==> src/rtl/morse_defs.sv <==
// ---------------------------------------------------------------------------
// morse_defs
// Shared definitions for the Morse sequence decoder:
//   - 2-bit symbol codes used inside each 10-bit slot
//   - FSM state encoding
//   - ASCII constants for word space, unknown character and "no character"
//   - slot geometry and a helper that selects one slot from the batch word
// ---------------------------------------------------------------------------
package morse_defs;

  // Symbol codes; the first symbol of a slot sits in bits [9:8].
  localparam logic [1:0] SYM_NONE  = 2'b00;
  localparam logic [1:0] SYM_DOT   = 2'b01;
  localparam logic [1:0] SYM_DASH  = 2'b10;
  localparam logic [1:0] SYM_SPACE = 2'b11;

  // Slot geometry.
  localparam int unsigned SLOT_W    = 10;
  localparam int unsigned BATCH_W   = 30;
  localparam logic [1:0]  LAST_SLOT = 2'd2;

  // ASCII constants.
  localparam logic [7:0] ASCII_NUL     = 8'h00;
  localparam logic [7:0] ASCII_SPACE   = 8'h20;
  localparam logic [7:0] ASCII_UNKNOWN = 8'h3F;

  // Controller states.
  typedef enum logic [1:0] {
    ST_IDLE   = 2'd0,
    ST_LOOKUP = 2'd1,
    ST_EMIT   = 2'd2,
    ST_DONE   = 2'd3
  } state_t;

  // Select slot idx from a captured batch; slot0 is the most significant
  // field because it was entered first. Index 3 is unreachable and maps to
  // the last slot so the selection is total.
  function automatic logic [SLOT_W-1:0] get_slot(
    input logic [BATCH_W-1:0] seqs,
    input logic [1:0]         idx
  );
    logic [SLOT_W-1:0] slot_v;
    case (idx)
      2'd0:    slot_v = seqs[29:20];
      2'd1:    slot_v = seqs[19:10];
      default: slot_v = seqs[9:0];
    endcase
    return slot_v;
  endfunction

endpackage : morse_defs

==> src/rtl/morse_lut.sv <==
// ---------------------------------------------------------------------------
// morse_lut
// Purely combinational International Morse code table.
// Ports:
//   slot  in  10  five 2-bit symbols, first symbol in [9:8]
//   ascii out 8   decoded character (A-Z, 0-9, space) or '?' when the slot
//                 is malformed or has no table entry
//   empty out 1   slot is all zero and must be skipped
// Because every well-formed code is a dot/dash run padded with 00, matching
// the full 10-bit pattern also rejects malformed slots: anything not listed
// falls to the '?' default.
// ---------------------------------------------------------------------------
module morse_lut
  import morse_defs::*;
(
  input  logic [9:0] slot,
  output logic [7:0] ascii,
  output logic       empty
);

  // Empty detection is independent of the table lookup.
  always_comb begin
    empty = (slot == 10'b00_00_00_00_00);
  end

  // Code table: dot=01, dash=10, padding=00.
  always_comb begin
    case (slot)
      10'b00_00_00_00_00: ascii = ASCII_NUL;
      10'b11_00_00_00_00: ascii = ASCII_SPACE;
      10'b01_10_00_00_00: ascii = 8'h41; // A .-
      10'b10_01_01_01_00: ascii = 8'h42; // B -...
      10'b10_01_10_01_00: ascii = 8'h43; // C -.-.
      10'b10_01_01_00_00: ascii = 8'h44; // D -..
      10'b01_00_00_00_00: ascii = 8'h45; // E .
      10'b01_01_10_01_00: ascii = 8'h46; // F ..-.
      10'b10_10_01_00_00: ascii = 8'h47; // G --.
      10'b01_01_01_01_00: ascii = 8'h48; // H ....
      10'b01_01_00_00_00: ascii = 8'h49; // I ..
      10'b01_10_10_10_00: ascii = 8'h4A; // J .---
      10'b10_01_10_00_00: ascii = 8'h4B; // K -.-
      10'b01_10_01_01_00: ascii = 8'h4C; // L .-..
      10'b10_10_00_00_00: ascii = 8'h4D; // M --
      10'b10_01_00_00_00: ascii = 8'h4E; // N -.
      10'b10_10_10_00_00: ascii = 8'h4F; // O ---
      10'b01_10_10_01_00: ascii = 8'h50; // P .--.
      10'b10_10_01_10_00: ascii = 8'h51; // Q --.-
      10'b01_10_01_00_00: ascii = 8'h52; // R .-.
      10'b01_01_01_00_00: ascii = 8'h53; // S ...
      10'b10_00_00_00_00: ascii = 8'h54; // T -
      10'b01_01_10_00_00: ascii = 8'h55; // U ..-
      10'b01_01_01_10_00: ascii = 8'h56; // V ...-
      10'b01_10_10_00_00: ascii = 8'h57; // W .--
      10'b10_01_01_10_00: ascii = 8'h58; // X -..-
      10'b10_01_10_10_00: ascii = 8'h59; // Y -.--
      10'b10_10_01_01_00: ascii = 8'h5A; // Z --..
      10'b10_10_10_10_10: ascii = 8'h30; // 0 -----
      10'b01_10_10_10_10: ascii = 8'h31; // 1 .----
      10'b01_01_10_10_10: ascii = 8'h32; // 2 ..---
      10'b01_01_01_10_10: ascii = 8'h33; // 3 ...--
      10'b01_01_01_01_10: ascii = 8'h34; // 4 ....-
      10'b01_01_01_01_01: ascii = 8'h35; // 5 .....
      10'b10_01_01_01_01: ascii = 8'h36; // 6 -....
      10'b10_10_01_01_01: ascii = 8'h37; // 7 --...
      10'b10_10_10_01_01: ascii = 8'h38; // 8 ---..
      10'b10_10_10_10_01: ascii = 8'h39; // 9 ----.
      default:            ascii = ASCII_UNKNOWN;
    endcase
  end

endmodule : morse_lut

==> src/rtl/morse_seq_decoder.sv <==
// ---------------------------------------------------------------------------
// morse_seq_decoder
// Captures a batch of three Morse slots and emits one ASCII character per
// non-empty slot through a valid/ready handshake, then pulses done.
// Ports:
//   clk          in  1   system clock, rising edge
//   Reset        in  1   synchronous active-high reset
//   store_seqs   in  30  slot0=[29:20] (first), slot1=[19:10], slot2=[9:0]
//   storageSent  in  1   store_seqs valid this cycle
//   char_ready   in  1   consumer accepts char_out this cycle
//   char_out     out 8   decoded character, 0x00 whenever char_valid=0
//   char_valid   out 1   char_out valid, held until accepted
//   busy         out 1   a captured batch is being processed
//   done         out 1   one-cycle pulse after the last slot of a batch
//   dropped      out 1   one-cycle pulse when storageSent arrived while busy
// All outputs come straight from flops; the output-logic process computes
// their next values from the current state.
// ---------------------------------------------------------------------------
module morse_seq_decoder
  import morse_defs::*;
(
  input  logic        clk,
  input  logic        Reset,
  input  logic [29:0] store_seqs,
  input  logic        storageSent,
  input  logic        char_ready,
  output logic [7:0]  char_out,
  output logic        char_valid,
  output logic        busy,
  output logic        done,
  output logic        dropped
);

  state_t      state_r;
  state_t      state_s;

  logic [29:0] seqs_r;
  logic [29:0] seqs_s;
  logic [1:0]  idx_r;
  logic [1:0]  idx_s;

  logic [7:0]  char_out_r;
  logic [7:0]  char_out_s;
  logic        char_valid_r;
  logic        char_valid_s;
  logic        busy_r;
  logic        busy_s;
  logic        done_r;
  logic        done_s;
  logic        dropped_r;
  logic        dropped_s;

  logic [9:0]  cur_slot_s;
  logic [7:0]  lut_char_s;
  logic        lut_empty_s;
  logic        handshake_s;

  // Current slot selection and handshake qualification.
  always_comb begin
    cur_slot_s  = get_slot(seqs_r, idx_r);
    handshake_s = char_valid_r && char_ready;
  end

  morse_lut u_lut (
    .slot  (cur_slot_s),
    .ascii (lut_char_s),
    .empty (lut_empty_s)
  );

  // State register.
  always_ff @(posedge clk) begin
    if (Reset) begin
      state_r <= ST_IDLE;
    end else begin
      state_r <= state_s;
    end
  end

  // Next-state logic.
  always_comb begin
    state_s = state_r;
    case (state_r)
      ST_IDLE: begin
        if (storageSent) begin
          state_s = ST_LOOKUP;
        end else begin
          state_s = ST_IDLE;
        end
      end
      ST_LOOKUP: begin
        if (!lut_empty_s) begin
          state_s = ST_EMIT;
        end else if (idx_r == LAST_SLOT) begin
          state_s = ST_DONE;
        end else begin
          state_s = ST_LOOKUP;
        end
      end
      ST_EMIT: begin
        if (!handshake_s) begin
          state_s = ST_EMIT;
        end else if (idx_r == LAST_SLOT) begin
          state_s = ST_DONE;
        end else begin
          state_s = ST_LOOKUP;
        end
      end
      ST_DONE: begin
        state_s = ST_IDLE;
      end
      default: begin
        state_s = ST_IDLE;
      end
    endcase
  end

  // Output and datapath next-value logic.
  always_comb begin
    seqs_s       = seqs_r;
    idx_s        = idx_r;
    char_out_s   = ASCII_NUL;
    char_valid_s = 1'b0;
    done_s       = 1'b0;
    busy_s       = (state_s != ST_IDLE);
    // A request that arrives while a batch is in flight is refused, not queued.
    dropped_s    = storageSent && (state_r != ST_IDLE);
    case (state_r)
      ST_IDLE: begin
        if (storageSent) begin
          seqs_s = store_seqs;
          idx_s  = 2'd0;
        end else begin
          seqs_s = seqs_r;
        end
      end
      ST_LOOKUP: begin
        if (!lut_empty_s) begin
          char_out_s   = lut_char_s;
          char_valid_s = 1'b1;
        end else if (idx_r == LAST_SLOT) begin
          // Index saturates at the last slot instead of wrapping.
          done_s = 1'b1;
        end else begin
          idx_s = idx_r + 2'd1;
        end
      end
      ST_EMIT: begin
        if (!handshake_s) begin
          char_out_s   = char_out_r;
          char_valid_s = 1'b1;
        end else if (idx_r == LAST_SLOT) begin
          done_s = 1'b1;
        end else begin
          idx_s = idx_r + 2'd1;
        end
      end
      ST_DONE: begin
        done_s = 1'b0;
      end
      default: begin
        done_s = 1'b0;
      end
    endcase
  end

  // Datapath and output registers.
  always_ff @(posedge clk) begin
    if (Reset) begin
      seqs_r       <= 30'd0;
      idx_r        <= 2'd0;
      char_out_r   <= ASCII_NUL;
      char_valid_r <= 1'b0;
      busy_r       <= 1'b0;
      done_r       <= 1'b0;
      dropped_r    <= 1'b0;
    end else begin
      seqs_r       <= seqs_s;
      idx_r        <= idx_s;
      char_out_r   <= char_out_s;
      char_valid_r <= char_valid_s;
      busy_r       <= busy_s;
      done_r       <= done_s;
      dropped_r    <= dropped_s;
    end
  end

  assign char_out   = char_out_r;
  assign char_valid = char_valid_r;
  assign busy       = busy_r;
  assign done       = done_r;
  assign dropped    = dropped_r;

endmodule : morse_seq_decoder

==> config.mk <==
export PLATFORM = sky130hd
export DESIGN_NAME = morse_seq_decoder
export DESIGN_NICKNAME = d
export VERILOG_FILES = /design/src/rtl/morse_defs.sv /design/src/rtl/morse_lut.sv /design/src/rtl/morse_seq_decoder.sv
export SDC_FILE = /design/constraint.sdc
export NUM_CORES = 1
export LEC_CHECK = 0
export ABC_AREA = 1
export CAP_MARGIN = 20
export CORE_MARGIN = 4
export CORE_UTILIZATION = 55
export CTS_CLUSTER_DIAMETER = 40
export CTS_CLUSTER_SIZE = 20
export DETAILED_ROUTE_END_ITERATION = 16
export GPL_TIMING_DRIVEN = 0
export PLACE_DENSITY = 0.81
export REMOVE_ABC_BUFFERS = 1
export SYNTH_ARGS = -nofsm -noshare
export SYNTH_HDL_FRONTEND = slang
export SYNTH_SLANG_ARGS = --single-unit
==> constraint.sdc <==
create_clock -name clk -period 5.56 [get_ports clk]
set_input_delay 1.112 -clock clk [delete_from_list [all_inputs] [get_ports clk]]
set_output_delay 1.112 -clock clk [all_outputs]
set_load 0.01 [all_outputs]
==> results of run 1 <==
[routing by layer]
metal / wire length [um] / share of wire / GRT usage / up-vias
met5: 0 / 0 / 0 / -
met4: 110 / 0.015 / 0.0878 / 0
met3: 444 / 0.060 / 0.0432 / 12
met2: 3450 / 0.47 / 0.380 / 102
met1: 3350 / 0.46 / 0.315 / 1386
li1: - / - / - / 1578
[cells in the final DEF (no fill, tap or decap)]
cell             netlist  routed
a211oi_1               2       2
nand3_1               28      28
inv_1                 19      19
nand2_2               12      12
and2_1                 2       2
clkinv_4               0       1
nor3_1                 6       6
o21ai_0                7       7
nand2_1              196     196
conb_1                 1       1
a21oi_4                2       2
nand3_2                4       4
clkbuf_8               0       5
nor2_4                 3       3
nor3b_1                1       1
inv_2                  3       3
nor2_1                47      47
clkbuf_1              11       1
nor2_2                 9       9
buf_2                  0       1
o211ai_1               1       1
clkinv_2               1       1
nand4_4                1       1
dfxtp_1               45      45
nand4_1                4       4
bufinv_16              0       1
nor2_8                 1       1
a21oi_1               44      44
a2111oi_0              1       1
a21oi_2                7       7
o21ai_1                2       2
ha_1                   6       6
clkdlybuf4s50_1        0      43
[worst reg2reg max path, cell delays in order (launching register included)]
cell	delay (ns)
dfxtp_1	0.33
inv_1	0.13
ha_1	0.56
nor2_4	0.21
a21oi_1	0.36
nand2_2	0.14
nor2_4	0.32
nand2_1	0.09
nor2_1	0.16
nor2_1	0.09
nand3_1	0.12
nor2_1	0.05
and2_1	0.14
nand2_1	0.05
nand2_1	0.06
a21oi_2	0.12
[Yosys cell counts (all sizes together)]
cell / n / area share
o21ai: 9 / 0.015
ha: 6 / 0.026
dfxtp: 45 / 0.31
nor2: 60 / 0.098
a211oi: 2 / 0.0051
clkinv: 1 / 0.0017
nand3: 32 / 0.061
and2: 2 / 0.0043
clkbuf: 11 / 0.014
o211ai: 1 / 0.0026
nor3b: 1 / 0.0026
nand4: 5 / 0.016
nand2: 208 / 0.28
a2111oi: 1 / 0.0030
nor3: 6 / 0.010
a21oi: 53 / 0.11
inv: 22 / 0.028
buf: 6 / 0.022
conb: 1 / 0.0013
[power breakdown]
group | switching [mW] | internal [mW]
Sequential | 0.0126 | 0.344
Clock | 0.112 | 0.135
Combinational | 0.181 | 0.0941
[cell type report]
| cell class | instances | area [um^2] |
|---|---|---|
| Tap cell | 70 | 87.6 |
| Clock inverter | 2 | 38.8 |
| Fill cell | 516 | 1670 |
| Sequential cell | 45 | 901 |
| Multi-Input combinational cell | 387 | 1840 |
| Inverter | 23 | 87.6 |
| Timing Repair Buffer | 44 | 435 |
| Clock buffer | 6 | 72.6 |
[sequential cells by signal (all words and copies together), names as in the netlist]
register and count:
char_out 7, seqs_r 30, state_r 2, idx_r 2
done 1, busy 1, dropped 1, char_valid 1
[worst min path at each step]
stage,start,endpoint,slack [ns],cells past startpoint
5_1_grt,char_out[1]$_SDFFE_PP0P_,char_out[1]$_SDFFE_PP0P_,0.48,2
3_3_place_gp,seqs_r[9]$_SDFFE_PP0P_,seqs_r[9]$_SDFFE_PP0P_,0.45,2
3_5_place_dp,char_out[1]$_SDFFE_PP0P_,char_out[1]$_SDFFE_PP0P_,0.46,2
2_1_floorplan,seqs_r[1]$_SDFFE_PP0P_,seqs_r[1]$_SDFFE_PP0P_,0.44,2
6_report,char_out[1]$_SDFFE_PP0P_,char_out[1]$_SDFFE_PP0P_,0.47,2
4_1_cts,char_out[1]$_SDFFE_PP0P_,char_out[1]$_SDFFE_PP0P_,0.47,2
[stage by stage]
step           hold slack (ns)  power (mW)  instances  utilization
6_report                 0.466       0.879        577        0.674
5_1_grt                  0.483       0.935        577        0.674
4_1_cts                  0.470       0.882        577        0.674
3_5_place_dp             0.457       0.637        569        0.653
3_3_place_gp             0.452       0.631        569        0.654
2_1_floorplan            0.439       0.549        455            -
[cells by family (layout without fill, tap and decap cells)]
kind of cell,count (synthesis),in the layout,share of synthesized area
flip-flops,45,45,0.307
adder cells (fa/ha/maj),6,6,0.0256
AO/OA/AOI/OAI,66,66,0.133
other,1,1,0.00128
buffers and inverters,40,75,0.0656
AND/OR/NAND/NOR,314,314,0.468
==> impl_metrics.json, run 1 <==
{
  "status": "finished, final reports clean",
  "grt_pass1_vias": 2818,
  "critPathCapture": "busy$_SDFF_PP0_",
  "area_delta_synth_final_pct": 18.0,
  "layout-drive-gt1-share": 0.101,
  "avgSynthCellArea_um2": 6.22,
  "peakVddDrop_mv": 0.217,
  "fin_crit_sh": 0.600,
  "power.leakage_nw": 1.54,
  "cts_tree": "done",
  "r2r_slack_ns": 2.55,
  "critPathArrivalTime_ns": 3.49,
  "cp_top_family": "buffers and inverters",
  "cts_max_level": 2,
  "cp.buffers_inverters": 2,
  "yosys_warnings": 0,
  "p_per_area_nw_per_um2": 254,
  "r2r_cells": 15,
  "hold_viol_final": 0,
  "worstReg2RegEnd": "char_out[6]$_SDFFE_PP0P_",
  "slowest_stage": "nand2_1",
  "insertion_delay_ns": 0.30,
  "ys_ff_latch": 45,
  "antenna_found_initial": 0,
  "fin_ws_ns": 2.22,
  "crit_type": "input pin to flip-flop",
  "worstSetupEndpointType": "flip-flop",
  "drv_slew": 0,
  "fin_worst_skew_ns": 0.00391,
  "nets": 546,
  "drt-pass1-iter-count": 4,
  "clockRootBuffer": "clkbuf_8",
  "r2r-start": "idx_r[0]$_SDFFE_PP0P_",
  "initial_core_util": 0.571,
  "setup_viol": 0,
  "fin_tns_setup_ns": 0,
  "cp_max_fo": 32,
  "holdCritPathClass": "flip-flop to flip-flop",
  "yosysSeqAreaShare": 0.307,
  "vias": 3078,
  "die_y_um": 81.1,
  "path_cells": "clkdlybuf4s50_1 -> nand2_1 -> inv_1 -> a21oi_1 -> a21oi_1",
  "wl_mm": 7.36,
  "fin_crit_ns": 3.34,
  "num_io_pins": 46,
  "ant_nets": 0,
  "crit_path_start_kind": "input pin",
  "first_iter_violations": 182,
  "clk_pin_slew_ns": 0.08,
  "viasPerCell": 5.33,
  "routedWlPerCell_um": 12.8,
  "die_area_um2": 6570,
  "cts.path.max_buffers": 2,
  "crit_top_cell": "a21oi_1",
  "worst_pin_slew_ns": 1.03,
  "rsz0062_at_grt": "false",
  "rows": 26,
  "placed_area_um2": 3350,
  "pre_cts_ws_ns": 1.85,
  "max_freq_mhz": 300,
  "grt_max_degree": 46,
  "final_area_um2": 3470,
  "crit_start": "storageSent",
  "ctsResizeCount": 0,
  "cp.depth": 5,
  "io_buffer_count": 44,
  "cpPeakStageDelay_ns": 0.76,
  "synth.distinct_cells": 30,
  "synth_area_um2": 2940,
  "syn-instance-count": 472,
  "slew_headroom": 0.309,
  "drv_cap": 0,
  "place_congestion": 0.954,
  "cts_buffers": 5,
  "cts.sinks": 45,
  "drc": 0,
  "cts_setup_buffers": 0,
  "grt_usage": 0.236,
  "holdBufCountCts": 0,
  "die_x_um": 81.1,
  "detailed_place_hpwl_mm": 5.48,
  "gr-total-overflow": 0,
  "grt_first_pass_wirelength_mm": 12.4,
  "n_antenna_cell": 0,
  "fp.coreArea_um2": 5140,
  "critPathRequiredTime_ns": 5.71
}
No activity file was read; power rests on OpenSTA's default activity.
==> inputs of run 2 (changes only) <==
--- a/config.mk
+++ b/config.mk
@@ -8,12 +8,12 @@
 export ABC_AREA = 1
 export CAP_MARGIN = 20
 export CORE_MARGIN = 4
-export CORE_UTILIZATION = 55
+export CORE_UTILIZATION = 54
 export CTS_CLUSTER_DIAMETER = 40
 export CTS_CLUSTER_SIZE = 20
 export DETAILED_ROUTE_END_ITERATION = 16
 export GPL_TIMING_DRIVEN = 0
-export PLACE_DENSITY = 0.81
+export PLACE_DENSITY = 0.8
 export REMOVE_ABC_BUFFERS = 1
 export SYNTH_ARGS = -nofsm -noshare
 export SYNTH_HDL_FRONTEND = slang
==> constraint.sdc (replaced) <==
create_clock -name clk -period 3.15 [get_ports clk]
set_input_delay 0.63 -clock clk [delete_from_list [all_inputs] [get_ports clk]]
set_output_delay 0.63 -clock clk [all_outputs]
set_load 0.01 [all_outputs]
==> run 2 against run 1 <==
Worst setup slack got worse by 1.9 ns. Critical path depth increased by 11. Combinational power increased by 77%. Critical endpoint is now char_out[6]$_SDFFE_PP0P_. Largest power group unchanged.
==> impl_metrics.json, run 2 (same netlist as run 1, synthesis figures left out) <==
{
  "hold_start": "seqs_r[22]$_SDFFE_PP0P_",
  "critPathRequiredTime_ns": 3.38,
  "fin_ws_ns": 0.359,
  "cp_max_fo": 17,
  "hold_viol_final": 0,
  "cts_buffers": 5,
  "ant_nets": 0,
  "layout-drive-gt1-share": 0.107,
  "finalNonFillerCells": 577,
  "rsz0062_at_grt": "false",
  "pre_cts_ws_ns": -0.0550,
  "power.leakage_nw": 1.52,
  "grt_usage": 0.240,
  "top_register": "seqs_r",
  "die_y_um": 81.7,
  "p_seq_frac": 0.426,
  "r2r_cells": 16,
  "wl_mm": 7.40,
  "r2r-start": "idx_r[0]$_SDFFE_PP0P_",
  "first_iter_violations": 189,
  "drt-pass1-iter-count": 4,
  "slew_headroom": 0.384,
  "num_io_pins": 46,
  "n_antenna_cell": 0,
  "worstReg2RegEnd": "char_out[6]$_SDFFE_PP0P_",
  "setup_viol": 0,
  "io_buffer_count": 44,
  "cts.sinks": 45,
  "routedWlPerCell_um": 12.8,
  "drv_cap": 0,
  "drc": 0,
  "min_path_cells": 2,
  "grt_first_pass_wirelength_mm": 12.6,
  "drv_slew": 0,
  "fin_crit_ns": 2.79,
  "die_x_um": 81.7,
  "worst_pin_slew_ns": 0.924,
  "critPathArrivalTime_ns": 3.02,
  "p_sw_frac": 0.368,
  "grt_pass1_vias": 2844,
  "placed_cells": 569,
  "p_int_uw": 932,
  "die_area_um2": 6680,
  "peakVddDrop_mv": 0.443,
  "max_freq_mhz": 358,
  "r2r_slack_ns": 0.36,
  "initial_core_util": 0.564,
  "clk_pin_slew_ns": 0.09,
  "place_congestion": 0.930,
  "rows": 26,
  "p_clk_frac": 0.244,
  "combPwrFrac": 0.330,
  "nets": 546,
  "fin_crit_sh": 0.886,
  "clockRootBuffer": "clkbuf_8",
  "detailed_place_hpwl_mm": 5.56,
  "crit_path_start_kind": "flip-flop",
  "final_cell_mix": "nand2_1 (195), nor2_1 (47), dfxtp_1 (45), a21oi_1 (44), clkdlybuf4s50_1 (43)",
  "switchingPower_uw": 542,
  "cts_max_level": 2,
  "gr-total-overflow": 0,
  "crit_type": "flip-flop to flip-flop",
  "worstSetupEndpointType": "flip-flop",
  "cts_tree": "done",
  "holdBufCountCts": 0,
  "fp.coreArea_um2": 5200,
  "insertion_delay_ns": 0.30,
  "antenna_found_initial": 0,
  "largest_reg_flops": 30,
  "cts.path.max_buffers": 2,
  "viasPerCell": 5.22,
  "vias": 3012,
  "holdCritPathClass": "flip-flop to flip-flop",
  "fin_worst_skew_ns": 0.00597,
  "hold-path-endpoint": "seqs_r[22]$_SDFFE_PP0P_",
  "grt_max_degree": 46,
  "area_delta_synth_final_pct": 17.5,
  "status": "finished, final reports clean",
  "p_per_area_nw_per_um2": 427,
  "final_common_cell": "nand2_1"
}
==> run 2: changes by cell type in the layout (fill, tap and decap cells not counted), sizes merged <==
cell | before | now
clkinv | 2 | 1
clkinvlp | 0 | 2
bufinv | 1 | 0
==> run 2: metrics by stage <==
step | power, mW | hold slack (ns) | utilization | TNS, ns | cell area [um^2]
after detailed placement | 1.12 | 0.457 | 0.644 | -0.0672 | 3350
after global placement | 1.12 | 0.453 | 0.645 | -0.136 | 3360
final | 1.47 | 0.468 | 0.663 | 0 | 3450
after global routing | 1.57 | 0.491 | 0.663 | 0 | 3450
after CTS | 1.48 | 0.470 | 0.661 | 0 | 3440
after floorplan | 0.970 | 0.439 | - | 0 | 2830
==> run 2: power groups by stage <==
stage                     clock [mW]  sequential, mW  combinational, mW
after floorplan                    0           0.642              0.328
after global placement             0           0.640              0.477
after detailed placement           0           0.641              0.482
after CTS                      0.369           0.628              0.484
after global routing           0.393           0.633              0.545
final                          0.360           0.628              0.486
==> run 2: cell type report <==
type                    instances  area, um^2
multi-input cells             387        1850
fillers                       492        1760
flip-flops and latches         45         901
repair buffers                 44         435
inverters                      23        87.6
well taps                      70        87.6
clock buffers                   6        72.6
clock inverters                 2        15.0
==> run 2: timing repair <==
action,in CTS,in global routing
endpoints found under the setup margin,0,8
buffers inserted,0,0
gates resized for setup,0,3
==> run 2: worst max-delay path: stages (launching register included) <==
cell,delay (ns)
dfxtp_1,0.34
inv_1,0.09
ha_2,0.30
nor2_4,0.41
nand2_1,0.12
nand3_2,0.16
nand2_2,0.16
inv_2,0.26
nand2_1,0.09
nor2_1,0.16
nor2_1,0.10
nand3_1,0.11
nor2_1,0.05
and2_1,0.14
nand2_1,0.05
nand2_1,0.05
a21oi_2,0.13
==> run 2: how the worst max path moves through the flow <==
| stage | from | end | slack [ns] | cells after the start |
|---|---|---|---|---|
| floorplan | idx_r[0]$_SDFFE_PP0P_ | char_out[6]$_SDFFE_PP0P_ | 0.80 | 16 |
| global placement | storageSent | busy$_SDFF_PP0_ | -0.09 | 5 |
| detailed placement | storageSent | busy$_SDFF_PP0_ | -0.05 | 5 |
| CTS | idx_r[0]$_SDFFE_PP0P_ | char_out[6]$_SDFFE_PP0P_ | 0.21 | 16 |
| global route | idx_r[0]$_SDFFE_PP0P_ | char_out[6]$_SDFFE_PP0P_ | 0.07 | 16 |
| finish | idx_r[0]$_SDFFE_PP0P_ | char_out[6]$_SDFFE_PP0P_ | 0.36 | 16 |
==> run 2: layer usage <==
metal / vias to the layer above / track usage / wire length (um)
met3: 10 / 0.0373 / 445
li1: 1571 / - / -
met4: 0 / 0.0714 / 113
met2: 93 / 0.398 / 3370
met1: 1338 / 0.321 / 3470
met5: - / 0 / 0
